[config.mk]
export PLATFORM = sky130hd
export DESIGN_NAME = hazard_ctrl
export DESIGN_NICKNAME = d
export VERILOG_FILES = /design/src/rtl/hazard_ctrl.sv
export SDC_FILE = /design/constraint.sdc
export NUM_CORES = 1
export LEC_CHECK = 0
export BUFFER_PORTS_ARGS = -buffer_cell sky130_fd_sc_hd__buf_2
export CORE_MARGIN = 1
export CORE_UTILIZATION = 48
export DETAILED_ROUTE_END_ITERATION = 10
export PLACE_DENSITY = 0.78
export SLEW_MARGIN = 20
export SYNTH_ARGS = -nofsm -noshare
export SYNTH_HDL_FRONTEND = slang
export SYNTH_SLANG_ARGS = --single-unit
[constraint.sdc]
create_clock -name clk -period 2.3 [get_ports clk]
set_input_delay 0.46 -clock clk [delete_from_list [all_inputs] [get_ports clk]]
set_output_delay 0.46 -clock clk [all_outputs]
set_load 0.02 [all_outputs]
[src/rtl/hazard_ctrl.sv]
// Pipeline sequencing controller for the 5-stage IF/ID/EX/MEM/WB core.
// Tracks in-flight destination registers and stalls decode on a read-after-write
// hazard. It also sequences a fixed-length flush after a taken branch and keeps
// saturating stall/flush event counters.
module hazard_ctrl #(
    parameter int unsigned FLUSH_CYCLES = 2,
    parameter bit          WB_BYPASS    = 1'b0,
    parameter int unsigned CNT_W        = 16
) (
    input  logic             clk,
    input  logic             RN,
    input  logic [31:0]      id_ir,
    input  logic             id_valid,
    input  logic             br_taken,
    output logic             pc_hold,
    output logic             ex_bubble,
    output logic             flush_if_id,
    output logic             flushing,
    output logic [CNT_W-1:0] stall_cnt,
    output logic [CNT_W-1:0] flush_cnt
);

    typedef enum logic [0:0] {ST_RUN = 1'b0, ST_FLUSH = 1'b1} state_t;

    typedef struct packed {
        logic       v;
        logic [4:0] rd;
    } tag_t;

    localparam logic [6:0]       TYPE_AR   = 7'd0;
    localparam logic [6:0]       TYPE_M    = 7'd1;
    localparam logic [6:0]       TYPE_BR   = 7'd2;
    localparam logic [6:0]       TYPE_SH   = 7'd3;
    localparam logic [2:0]       FCNT_LOAD = 3'(FLUSH_CYCLES - 1);
    localparam logic [CNT_W-1:0] CNT_MAX   = {CNT_W{1'b1}};
    localparam logic [CNT_W-1:0] CNT_ONE   = CNT_W'(1);

    // A tag matches a source only when it is valid and the source is not r0.
    function automatic logic tag_hit(input tag_t t, input logic [4:0] r);
        return t.v && (r != 5'd0) && (t.rd == r);
    endfunction

    state_t     state_r, state_nxt_s;
    logic [2:0] fcnt_r, fcnt_nxt_s;
    tag_t       ex_tag_r, mem_tag_r, wb_tag_r, id_tag_s;

    logic [6:0] op_s;
    logic [2:0] funct3_s;
    logic [4:0] rd_s, rs1_s, rs2_s;
    logic       use_rs1_s, use_rs2_s, use_rd_s, writes_s;
    logic       hit_rs1_s, hit_rs2_s, hit_rd_s;
    logic       hazard_s;

    assign op_s     = id_ir[6:0];
    assign funct3_s = id_ir[14:12];
    assign rd_s     = id_ir[11:7];
    assign rs1_s    = id_ir[19:15];
    assign rs2_s    = id_ir[24:20];

    // Decode which register fields the ID instruction reads and whether it writes rd.
    always_comb begin
        use_rs1_s = 1'b0;
        use_rs2_s = 1'b0;
        use_rd_s  = 1'b0;
        writes_s  = 1'b0;
        case (op_s)
            TYPE_AR: begin
                writes_s  = 1'b1;
                use_rs1_s = 1'b1;
                use_rs2_s = (id_ir[31:25] == 7'd1);
            end
            TYPE_M: begin
                case (funct3_s)
                    3'd0: begin
                        writes_s  = 1'b1;
                        use_rs1_s = 1'b1;
                    end
                    3'd1: begin
                        use_rs1_s = 1'b1;
                        use_rs2_s = 1'b1;
                        use_rd_s  = 1'b1;
                    end
                    default: begin
                        writes_s = 1'b0;
                    end
                endcase
            end
            TYPE_BR: begin
                use_rs1_s = 1'b1;
                use_rd_s  = 1'b1;
            end
            TYPE_SH: begin
                writes_s  = 1'b1;
                use_rs1_s = 1'b1;
                use_rs2_s = 1'b1;
            end
            default: begin
                writes_s = 1'b0;
            end
        endcase
    end

    // Compare each used source against the in-flight window (WB optionally bypassed).
    always_comb begin
        hit_rs1_s = tag_hit(ex_tag_r, rs1_s) || tag_hit(mem_tag_r, rs1_s)
                    || (!WB_BYPASS && tag_hit(wb_tag_r, rs1_s));
        hit_rs2_s = tag_hit(ex_tag_r, rs2_s) || tag_hit(mem_tag_r, rs2_s)
                    || (!WB_BYPASS && tag_hit(wb_tag_r, rs2_s));
        hit_rd_s  = tag_hit(ex_tag_r, rd_s) || tag_hit(mem_tag_r, rd_s)
                    || (!WB_BYPASS && tag_hit(wb_tag_r, rd_s));
        // A taken branch squashes the ID instruction, so it must not hold the PC.
        hazard_s  = id_valid && (state_r == ST_RUN) && !br_taken
                    && ((use_rs1_s && hit_rs1_s) || (use_rs2_s && hit_rs2_s)
                        || (use_rd_s && hit_rd_s));
        id_tag_s.v  = id_valid && !ex_bubble && writes_s && (rd_s != 5'd0);
        id_tag_s.rd = rd_s;
    end

    assign flushing    = (state_r == ST_FLUSH);
    assign pc_hold     = hazard_s;
    assign flush_if_id = br_taken || flushing;
    assign ex_bubble   = hazard_s || br_taken || flushing;

    // Flush sequencer next state: a branch (re)loads the hold count, otherwise count down.
    always_comb begin
        state_nxt_s = state_r;
        fcnt_nxt_s  = fcnt_r;
        case (state_r)
            ST_RUN: begin
                if (br_taken) begin
                    state_nxt_s = ST_FLUSH;
                    fcnt_nxt_s  = FCNT_LOAD;
                end else begin
                    state_nxt_s = ST_RUN;
                end
            end
            ST_FLUSH: begin
                if (br_taken) begin
                    fcnt_nxt_s = FCNT_LOAD;
                end else if (fcnt_r == 3'd0) begin
                    state_nxt_s = ST_RUN;
                end else begin
                    fcnt_nxt_s = fcnt_r - 3'd1;
                end
            end
            default: begin
                state_nxt_s = ST_RUN;
                fcnt_nxt_s  = 3'd0;
            end
        endcase
    end

    // Flush sequencer state register.
    always_ff @(posedge clk) begin
        if (RN) begin
            state_r <= ST_RUN;
            fcnt_r  <= 3'd0;
        end else begin
            state_r <= state_nxt_s;
            fcnt_r  <= fcnt_nxt_s;
        end
    end

    // Destination-tag pipeline; tags keep draining through flushes.
    always_ff @(posedge clk) begin
        if (RN) begin
            ex_tag_r  <= '0;
            mem_tag_r <= '0;
            wb_tag_r  <= '0;
        end else begin
            ex_tag_r  <= id_tag_s;
            mem_tag_r <= ex_tag_r;
            wb_tag_r  <= mem_tag_r;
        end
    end

    // Saturating debug counters for stall cycles and taken-branch events.
    always_ff @(posedge clk) begin
        if (RN) begin
            stall_cnt <= '0;
            flush_cnt <= '0;
        end else begin
            if (pc_hold && (stall_cnt != CNT_MAX)) begin
                stall_cnt <= stall_cnt + CNT_ONE;
            end
            if (br_taken && (flush_cnt != CNT_MAX)) begin
                flush_cnt <= flush_cnt + CNT_ONE;
            end
        end
    end

endmodule

# After elaboration in Yosys (flattened, before gate mapping)
# Index checks and enable logic that the tools add are counted.
[totals] ff_bits=54
[classes] eq_ne=18 n_mux=15 n_bitwise=1 reduce_logical=52 n_addsub=3
[op_table] cell="5-bit equality test" n=9
[op_table] cell="16-bit by 1-bit adder with 16-bit output, second input constant" n=2
[op_table] cell="16-bit inequality test, second input constant" n=2
[op_table] cell="1-bit logical AND" n=29
[op_table] cell="5-bit nonzero test" n=3
[op_table] cell="7-bit by 1-bit equality test with 1-bit output, second input constant" n=2
[op_table] cell="7-bit by 2-bit equality test with 1-bit output, second input constant" n=2
[op_table] cell="1-bit logical OR" n=11
[op_table] cell="3-bit two-way mux" n=3
[op_table] cell="1-bit one-hot mux with 2 select lines" n=4
[op_table] cell="7-bit zero test" n=1
[op_table] cell="3-bit zero test" n=2
[op_table] cell="1-bit two-way mux" n=6
[op_table] cell="3-bit one-hot mux with 2 select lines" n=1
[op_table] cell="2-bit OR reduction" n=2
[op_table] cell="3-bit by 1-bit equality test with 1-bit output, second input constant" n=1
[op_table] cell="3-bit inequality test, second input constant" n=1
[op_table] cell="1-bit one-hot mux with 3 select lines" n=1
[op_table] cell="3-bit OR reduction" n=1
[op_table] cell="3-bit by 1-bit subtractor with 3-bit output, second input constant" n=1
[op_table] cell="1-bit zero test" n=2
[op_table] cell="2-bit inequality test, second input constant" n=1
[op_table] cell="2-bit AND reduction" n=1
[op_table] cell="1-bit NOT" n=1

# Logic depth before layout (Yosys ltp)
# Gate-level depths: netlist of run 1.
[logic_depth] word_depth=15 mapped_depth=9

# Worst setup path before layout of run 1
# Ideal clock, no wire load.
[synth_timing] path_type="input to output" start="input id_ir[3]" end="output ex_bubble" slack_ns=-0.214 path_buffers=1 t_required_ns=1.840 arrival_ns=2.054 path_stages=7 path_cell_list="nor4_2 nand4b_1 or4_1 a31oi_2 a211oi_1 buf_4 nand2_1"
[synth_via] elab_chain_cells=9 word_cells_on_any_way=16 cone_classes="3 x eq/ne; 3 x mux; 10 x reduce/logical"
[synth_rtl] item="start, declared" line_no="12" text="input logic [31:0] id_ir,"
[synth_rtl] item="7-bit by 2-bit equality test with 1-bit output or 7-bit zero test (tied branches)" line_no="66" text="case (op_s)"
[synth_rtl] item="3-bit OR reduction (no source line)"
[synth_rtl] item="1-bit one-hot mux with 2 select lines" line_no="66"
[synth_rtl] item="1-bit logical AND" line_no="113" text="&& ((use_rs1_s && hit_rs1_s) || (use_rs2_s && hit_rs2_s)"
[synth_rtl] item="1-bit logical OR" line_no="113"
[synth_rtl] item="1-bit logical OR (*)" line_no="114" text="|| (use_rd_s && hit_rd_s));"
[synth_rtl] item="1-bit logical AND (*)" line_no="113"
[synth_rtl] item="1-bit logical OR (*) (2 in series)" line_no="122" text="assign ex_bubble = hazard_s || br_taken || flushing;"
[synth_rtl] item="end, declared" line_no="16" text="output logic ex_bubble,"
# Mark *: on every way between the ends. The rest lies on a longest branch, timed or not.

# Final worst setup path of run 1
[layout_timing] start="input id_ir[8]" end="output ex_bubble"
[layout_via] elab_chain_cells=10 word_cells_on_any_way=17 cone_classes="3 x eq/ne; 14 x reduce/logical"
[layout_rtl] item="5-bit nonzero test" line_no="40" text="return t.v && (r != 5'd0) && (t.rd == r);"
[layout_rtl] item="1-bit logical AND (2 in series)" line_no="40"
[layout_rtl] item="1-bit logical OR" line_no="109" text="hit_rd_s = tag_hit(ex_tag_r, rd_s) || tag_hit(mem_tag_r, rd_s)"
[layout_rtl] item="1-bit logical OR (*)" line_no="110" text="|| (!WB_BYPASS && tag_hit(wb_tag_r, rd_s));"
[layout_rtl] item="1-bit logical AND (*)" line_no="114"
[layout_rtl] item="1-bit logical OR (*)" line_no="114"
[layout_rtl] item="1-bit logical AND (*)" line_no="113"
[layout_rtl] item="1-bit logical OR (*) (2 in series)" line_no="122"
# Marked as above.

==> metrics.log, run 1 <==
[metrics] effective utilization at floorplan: 51.0%
[metrics] unrepaired setup endpoints after global routing: yes
[metrics] worst clock skew: 0.00853 ns
[metrics] H-tree level count: 2
[metrics] type of origin of the critical path: input pin
[metrics] chip width: 79.7 um
[metrics] largest net degree at the start of global routing: 44
[metrics] clock tree from TritonCTS: yes
[metrics] family with the most delay on the worst path: simple AND/OR/NAND/NOR gates
[metrics] net count of the finished layout: 494
[metrics] post-detailed-route DRC marker count: 0
[metrics] detail-routed via count per cell: 5.67
[metrics] final setup violation count: 6
[metrics] Min-Delay Path Class: input pin to register
[metrics] sequential-to-total area share from yosys stat: 37.3%
[metrics] mean instance size in the synthesized netlist: 8.49 um^2
[metrics] Num CTS Buffers: 5
[metrics] Worst EP arrival: 2.03 ns
[metrics] ys async rst share: 0%
[metrics] number of buffers added on ports: 71
[metrics] status: finished, violations left
[metrics] Period Utilization, post-route: 108%
[metrics] row cnt: 27
[metrics] category of the worst setup path capture point: output pin
[metrics] num ports: 72
[metrics] total routing resource utilization after global routing: 25.8%
[metrics] highest-count cells in the layout ignoring fill and taps: 64 x buf_2, 48 x dfxtp_1, 43 x xor2_1, 42 x buf_4, 29 x nand3_1
[metrics] required time of the critical path: 1.84 ns
[metrics] global-route wire length before repair: 12600 um
[metrics] Core Footprint: 5680 um^2
[metrics] worst slack at placement: -0.377 ns
[metrics] initial antenna violation count: 0
[metrics] Power Dens Cells: 498 nW/um^2
[metrics] vias post-DR: 2987
[metrics] total global routing overflow: 0
[metrics] Max transition margin: 46.8%
[metrics] synthesized instance count: 341
[metrics] Final Slew Violations: 0
[metrics] number of register bits inferred by synthesis: 54
[metrics] drt initial violations: 200
[metrics] cell taking the most area after synthesis: dfxtp_1
[metrics] Post-Synthesis Net Count: 381
[metrics] Synth top area share: 37.3%
[metrics] number of buffers and inverters on the critical path: 3
[metrics] clock edge transition at the registers on the reported setup and hold paths: 0.10 ns
[metrics] die span in y: 79.7 um
[metrics] Primary FF master, synth: dfxtp_1
[metrics] cell types occupying the most area after synthesis: dfxtp_1 37%, xor2_1 13%, nand3_1 5.5%
[metrics] post-route minimum period: 2.49 ns
[metrics] antenna viol nets, final: 0
[metrics] Max Fanout on Critical Path: 5
[metrics] Tightest Pin Transition: 0.798 ns
[metrics] length of the first detailed-routing pass in iterations: 4
[metrics] maximum root-to-sink buffer count: 2
[metrics] Fmax: 402 MHz
[metrics] failing checks: setup timing
[metrics] distinct cell type count after synthesis: 40
[metrics] critical path class: input pin to output pin
[metrics] HPWL after detailed placement: 5640 um
[metrics] Antenna Diode Count: 0
[metrics] total number of yosys warnings: 0
[metrics] Routed WL per cell: 16.0 um
[metrics] leading cell type in the layout, fill and taps excluded: buf_2
[metrics] number of sinks handled by clock tree synthesis: 54
[metrics] area of the die: 6350 um^2
[metrics] number of synthesized flops with an enable pin: 0
[metrics] Final Hold Slack: 0.451 ns
[metrics] number of global-route vias before repair: 2826
[metrics] biggest cell delay along the critical path: 0.51 ns
[metrics] Total Wirelength: 8440 um
[metrics] Final Wtd Congestion: 0.909
[metrics] signed area change from the synthesized netlist to the final layout: 39.5%
[metrics] endpoints failing hold: 0
[metrics] share of cells above drive strength 1: 35.4%
[metrics] worst skew pair latency: 0.31 ns
[metrics] Setup WS post-layout: -0.189 ns
[metrics] max-capacitance violation count: 0
[metrics] buffer cell driving the clock tree root: clkbuf_8
[metrics] slowest cell on the critical path: nor3_1
[metrics] cell breakdown of the critical path: buf_2 -> buf_4 -> nor3_1 -> a211o_4 -> a31oi_4 -> a211oi_4 -> nand2_4 -> buf_6
[metrics] static leakage: 1.73 nW
[metrics] Max IR drop VDD: 0.000341 V
[metrics] synthesized cell area: 2900 um^2
kinds of logic after synthesis:
kind of cell | share of synthesized area, %
fa+ha+maj | 1.73
simple gates | 29.7
xor+xnor | 17.2
flops | 37.3
mux | 0.735
compound gates | 10.5
buf+inv | 2.72
final cells by class:
cell class              count  area [um^2]
multi-input cells         269         1940
flip-flops and latches     54         1090
fillers                   420         1640
repair buffers            116          752
well taps                  72         90.1
clock buffers               6         82.6
inverters                   8         30.0
clock inverters             2         60.1
path summary, 6_finish.rpt:
kind | cells after the start | end | slack, ns | start
max reg2reg | 9 | stall_cnt[11] | 0.01 | ex_tag_r[4]
min | 2 | ex_tag_r[4] | 0.45 | id_ir[11]
min reg2reg | 1 | mem_tag_r[2] | 0.50 | ex_tag_r[2]
max | 8 | ex_bubble | -0.19 | id_ir[8]
stage by stage:
| step | util, % | instance area (um^2) | total power [mW] | std cells | setup TNS (ns) |
|---|---|---|---|---|---|
| after floorplan | - | 2920 | 1.10 | 341 | -0.365 |
| after global placement | 63.8 | 3620 | 1.21 | 515 | -4.66 |
| after detailed placement | 63.8 | 3620 | 1.22 | 515 | -5.70 |
| after CTS | 69.4 | 3940 | 2.01 | 526 | -0.602 |
| after global routing | 71.2 | 4040 | 2.09 | 527 | -0.854 |
| final | 71.2 | 4040 | 2.01 | 527 | -0.444 |
what timing repair did:
action,CTS,global route
setup buffers,3,1
pin swaps,13,5
hold buffers,0,0
resized for setup,28,23
setup endpoints to repair,12,19
where the power goes:
part | total, mW | internal, mW | switching [mW] | leakage [nW]
Sequential | 0.975 | 0.953 | 0.0219 | 0.441
Clock | 0.779 | 0.464 | 0.315 | 0.0714
Combinational | 0.258 | 0.121 | 0.136 | 1.21
Total | 2.01 | 1.54 | 0.473 | 1.73
layer usage:
metal | routed length (um) | track usage [%] | share of wire (%) | vias to the layer above
met2 | 4310 | 45.7 | 51 | 92
met1 | 3450 | 29.9 | 41 | 1439
met3 | 465 | 6.17 | 5.5 | 15
li1 | - | - | - | 1441
met5 | 0 | 0 | 0 | -
met4 | 220 | 8.91 | 2.6 | 0
cell usage after synthesis, types with 2 or more instances:
cell	number
dfxtp_1	54
xor2_1	43
nand3_1	32
nor2_1	28
nor2b_1	25
a21oi_1	18
o21ai_0	16
xnor2_1	14
nor4_1	13
or3_1	13
nand2_1	12
inv_1	8
nand4_1	8
or4_1	7
and3_1	6
clkbuf_1	6
nor3_1	6
ha_1	4
a2111oi_0	2
a31oi_1	2
and4_1	2
buf_1	2
nand2b_1	2
o31ai_1	2
worst register-to-register path, cell delays in order (launching register included):
cell      delay [ns]
dfxtp_2         0.37
xor2_1          0.17
nor4_2          0.33
nand3_1         0.21
a31oi_4         0.28
buf_6           0.13
a221oi_4        0.08
buf_6           0.15
or3_1           0.34
a21oi_1         0.15
sequential cells by signal, summed over array words and instances (netlist names):
| register | count |
|---|---|
| stall_cnt | 16 |
| ex_tag_r | 6 |
| fcnt_r | 3 |
| mem_tag_r | 6 |
| flushing | 1 |
| flush_cnt | 16 |
| wb_tag_r | 6 |
Power figures use the tool's default switching activity.
==> run 2, diff against run 1 <==
--- a/config.mk
+++ b/config.mk
@@ -7,9 +7,9 @@
 export LEC_CHECK = 0
 export BUFFER_PORTS_ARGS = -buffer_cell sky130_fd_sc_hd__buf_2
 export CORE_MARGIN = 1
-export CORE_UTILIZATION = 48
+export CORE_UTILIZATION = 53
 export DETAILED_ROUTE_END_ITERATION = 10
-export PLACE_DENSITY = 0.78
+export PLACE_DENSITY = 0.81
 export SLEW_MARGIN = 20
 export SYNTH_ARGS = -nofsm -noshare
 export SYNTH_HDL_FRONTEND = slang
==> constraint.sdc (replaced) <==
create_clock -name clk -period 2.69 [get_ports clk]
set_input_delay 0.538 -clock clk [delete_from_list [all_inputs] [get_ports clk]]
set_output_delay 0.538 -clock clk [all_outputs]
set_load 0.02 [all_outputs]
==> metrics.log, run 2 (same netlist as run 1, synthesis figures left out) <==
[metrics] Num CTS Buffers: 5 (unchanged)
[metrics] Tightest Pin Transition: 0.988 ns (+0.190 ns)
[metrics] Sequential Area: 1080 um^2 (-0.69%)
[metrics] H-tree level count: 2 (unchanged)
[metrics] detail-routed via count per cell: 5.56 (-2.0%)
[metrics] Routed WL per cell: 13.9 um (-13%)
[metrics] Hold Buf Count CTS: 0 (unchanged)
[metrics] filler-free cell count of the finished design: 497 (-5.7%)
[metrics] total routing resource utilization after global routing: 24.5% (-1.3 points)
[metrics] buffer cell driving the clock tree root: clkbuf_8
[metrics] count of fill cells added during filler insertion: 414 (-1.4%)
[metrics] Fmax: 382 MHz
[metrics] worst clock skew: 0.00480 ns (-0.00374 ns)
[metrics] worst skew pair latency: 0.30 ns (about the same)
[metrics] drt initial violations: 183 (-8.5%)
[metrics] power consumption: 1.46 mW (-28%)
[metrics] highest-count cells in the layout ignoring fill and taps: 70 x buf_2, 54 x dfxtp_1, 43 x xor2_1, 32 x nand3_1, 28 x nor2_1
[metrics] cell breakdown of the critical path: buf_2 -> nor4b_2 -> a21oi_1 -> or4_4 -> a31oi_4 -> a211oi_2 -> nand2_1 -> buf_4
[metrics] die span in y: 75.9 um (-4.7%)
[metrics] signed area change from the synthesized netlist to the final layout: 22.5%
[metrics] final setup violation count: 0 (-6)
[metrics] Final Wtd Congestion: 0.897 (-1.3%)
[metrics] category of the worst setup path capture point: output pin
[metrics] num ports: 72 (unchanged)
[metrics] type of origin of the critical path: input pin
[metrics] global-route wire length before repair: 11600 um (-7.4%)
[metrics] chip width: 75.9 um (-4.7%)
[metrics] Core Footprint: 5170 um^2 (-8.9%)
[metrics] family with the most delay on the worst path: simple AND/OR/NAND/NOR gates
[metrics] post-detailed-route DRC marker count: 0 (unchanged)
[metrics] Worst EP arrival: 2.08 ns (+0.05 ns)
[metrics] clock tree from TritonCTS: yes
[metrics] Min-Delay Path Class: register to register
[metrics] Antenna Diode Count: 0 (unchanged)
[metrics] status: finished, final reports clean
[metrics] share of cells above drive strength 1: 25.1% (-10 points)
[metrics] slowest cell on the critical path: or4_4
[metrics] required time of the critical path: 2.15 ns (+0.31 ns)
[metrics] endpoints failing hold: 0 (unchanged)
[metrics] net count of the finished layout: 467 (-5.5%)
[metrics] antenna viol nets, final: 0 (unchanged)
[metrics] Max transition margin: 34.1% (-13 points)
[metrics] Total Wirelength: 6890 um (-18%)
[metrics] registers with the highest flip-flop counts: flush_cnt x16, stall_cnt x16
[metrics] area of the die: 5760 um^2 (-9.2%)
[metrics] Max Fanout on Critical Path: 2 (-3)
[metrics] number of buffers added on ports: 71 (unchanged)
[metrics] Max IR drop VDD: 0.000354 V (+3.7%)
[metrics] Final Slew Violations: 0 (unchanged)
[metrics] row cnt: 26 (-3.7%)
[metrics] initial antenna violation count: 0 (unchanged)
[metrics] total global routing overflow: 0 (unchanged)
[metrics] Cells after DPL: 488 (-5.2%)
[metrics] vias post-DR: 2762 (-7.5%)
[metrics] number of global-route vias before repair: 2574 (-8.9%)
[metrics] largest net degree at the start of global routing: 59 (+34%)
[metrics] number of sinks handled by clock tree synthesis: 54 (unchanged)
[metrics] critical path class: input pin to output pin
[metrics] area of combinational cells with multiple inputs: 1770 um^2 (-8.5%)
[metrics] Power Dens Cells: 411 nW/um^2 (-17%)
[metrics] leading cell type in the layout, fill and taps excluded: buf_2
[metrics] biggest cell delay along the critical path: 0.55 ns (+0.04 ns)
[metrics] maximum root-to-sink buffer count: 2 (unchanged)
[metrics] length of the first detailed-routing pass in iterations: 4 (unchanged)
[metrics] Period Utilization, post-route: 97.4%
[metrics] max-capacitance violation count: 0 (unchanged)
[metrics] HPWL after detailed placement: 5150 um (-8.6%)
[metrics] post-route minimum period: 2.62 ns
[metrics] unrepaired setup endpoints after global routing: yes
[metrics] static leakage: 1.51 nW (-12%)
[metrics] number of buffers and inverters on the critical path: 2 (-1)
[metrics] effective utilization at floorplan: 56.0% (+5.0 points)
[metrics] clock edge transition at the registers on the reported setup and hold paths: 0.10 ns (about the same)
## run 2: changes by cell type in the layout (fill, tap and decap cells not counted), moves of 3 or more
cell,before,now
buf_4,42,19
nand3_1,29,32
buf_2,64,70
nor2_1,25,28
nand3_2,3,0
dfxtp_1,48,54
buf_6,9,0
nor4_1,6,12
nor4_2,6,2
dfxtp_2,6,0
## run 2: report_power, final
| part | internal, mW | switching (mW) |
|---|---|---|
| sequential | 0.815 | 0.0207 |
| clock | 0.181 | 0.268 |
| combinational | 0.0809 | 0.0931 |
| total | 1.08 | 0.382 |
## run 2: timing repair
item / CTS / global route
pin swaps: 0 / 4
gates cloned: 0 / 0
setup buffers: 1 / 1
gates resized for setup: 1 / 6
setup endpoints to repair: 1 / 2
## run 2: worst min-delay path, stage by stage (launching register included)
cell and delay, ns:
dfxtp_1 0.34, o21ai_0 0.07, a21oi_1 0.06
## run 2: metrics by stage
stage,hold WS [ns],instance area [um^2],setup WS [ns],setup TNS (ns),util (%)
after global routing,0.537,3550,-0.0106,-0.0106,68.6
after detailed placement,0.489,3410,-0.179,-0.321,65.9
final,0.502,3550,0.0712,0,68.6
after CTS,0.504,3510,0.00539,0,67.8
after floorplan,0.474,2900,0.0197,0,-
after global placement,0.478,3410,-0.0732,-0.0736,65.9
## run 2: final timing paths
path	from	cells after the start	slack, ns	end
worst min-delay path	stall_cnt[9]	2	0.50	stall_cnt[9]
worst max-delay path	id_ir[1]	8	0.07	ex_bubble
worst min register to register	stall_cnt[9]	2	0.50	stall_cnt[9]
worst max register to register	flushing	10	0.27	stall_cnt[7]
## run 2: final cells by class
type                    instances  area share, %
multi-input cells             269           50.0
clock inverters                 2          0.388
clock buffers                   5           1.94
flip-flops and latches         54           30.5
well taps                      70           2.47
inverters                       8          0.847
repair buffers                 89           13.9
## run 2: layer usage
layer	share of wire, %	track usage, %
met3	5.5	4.94
met2	47	40.5
met5	0	0
met1	46	32.3
met4	1.3	7.31
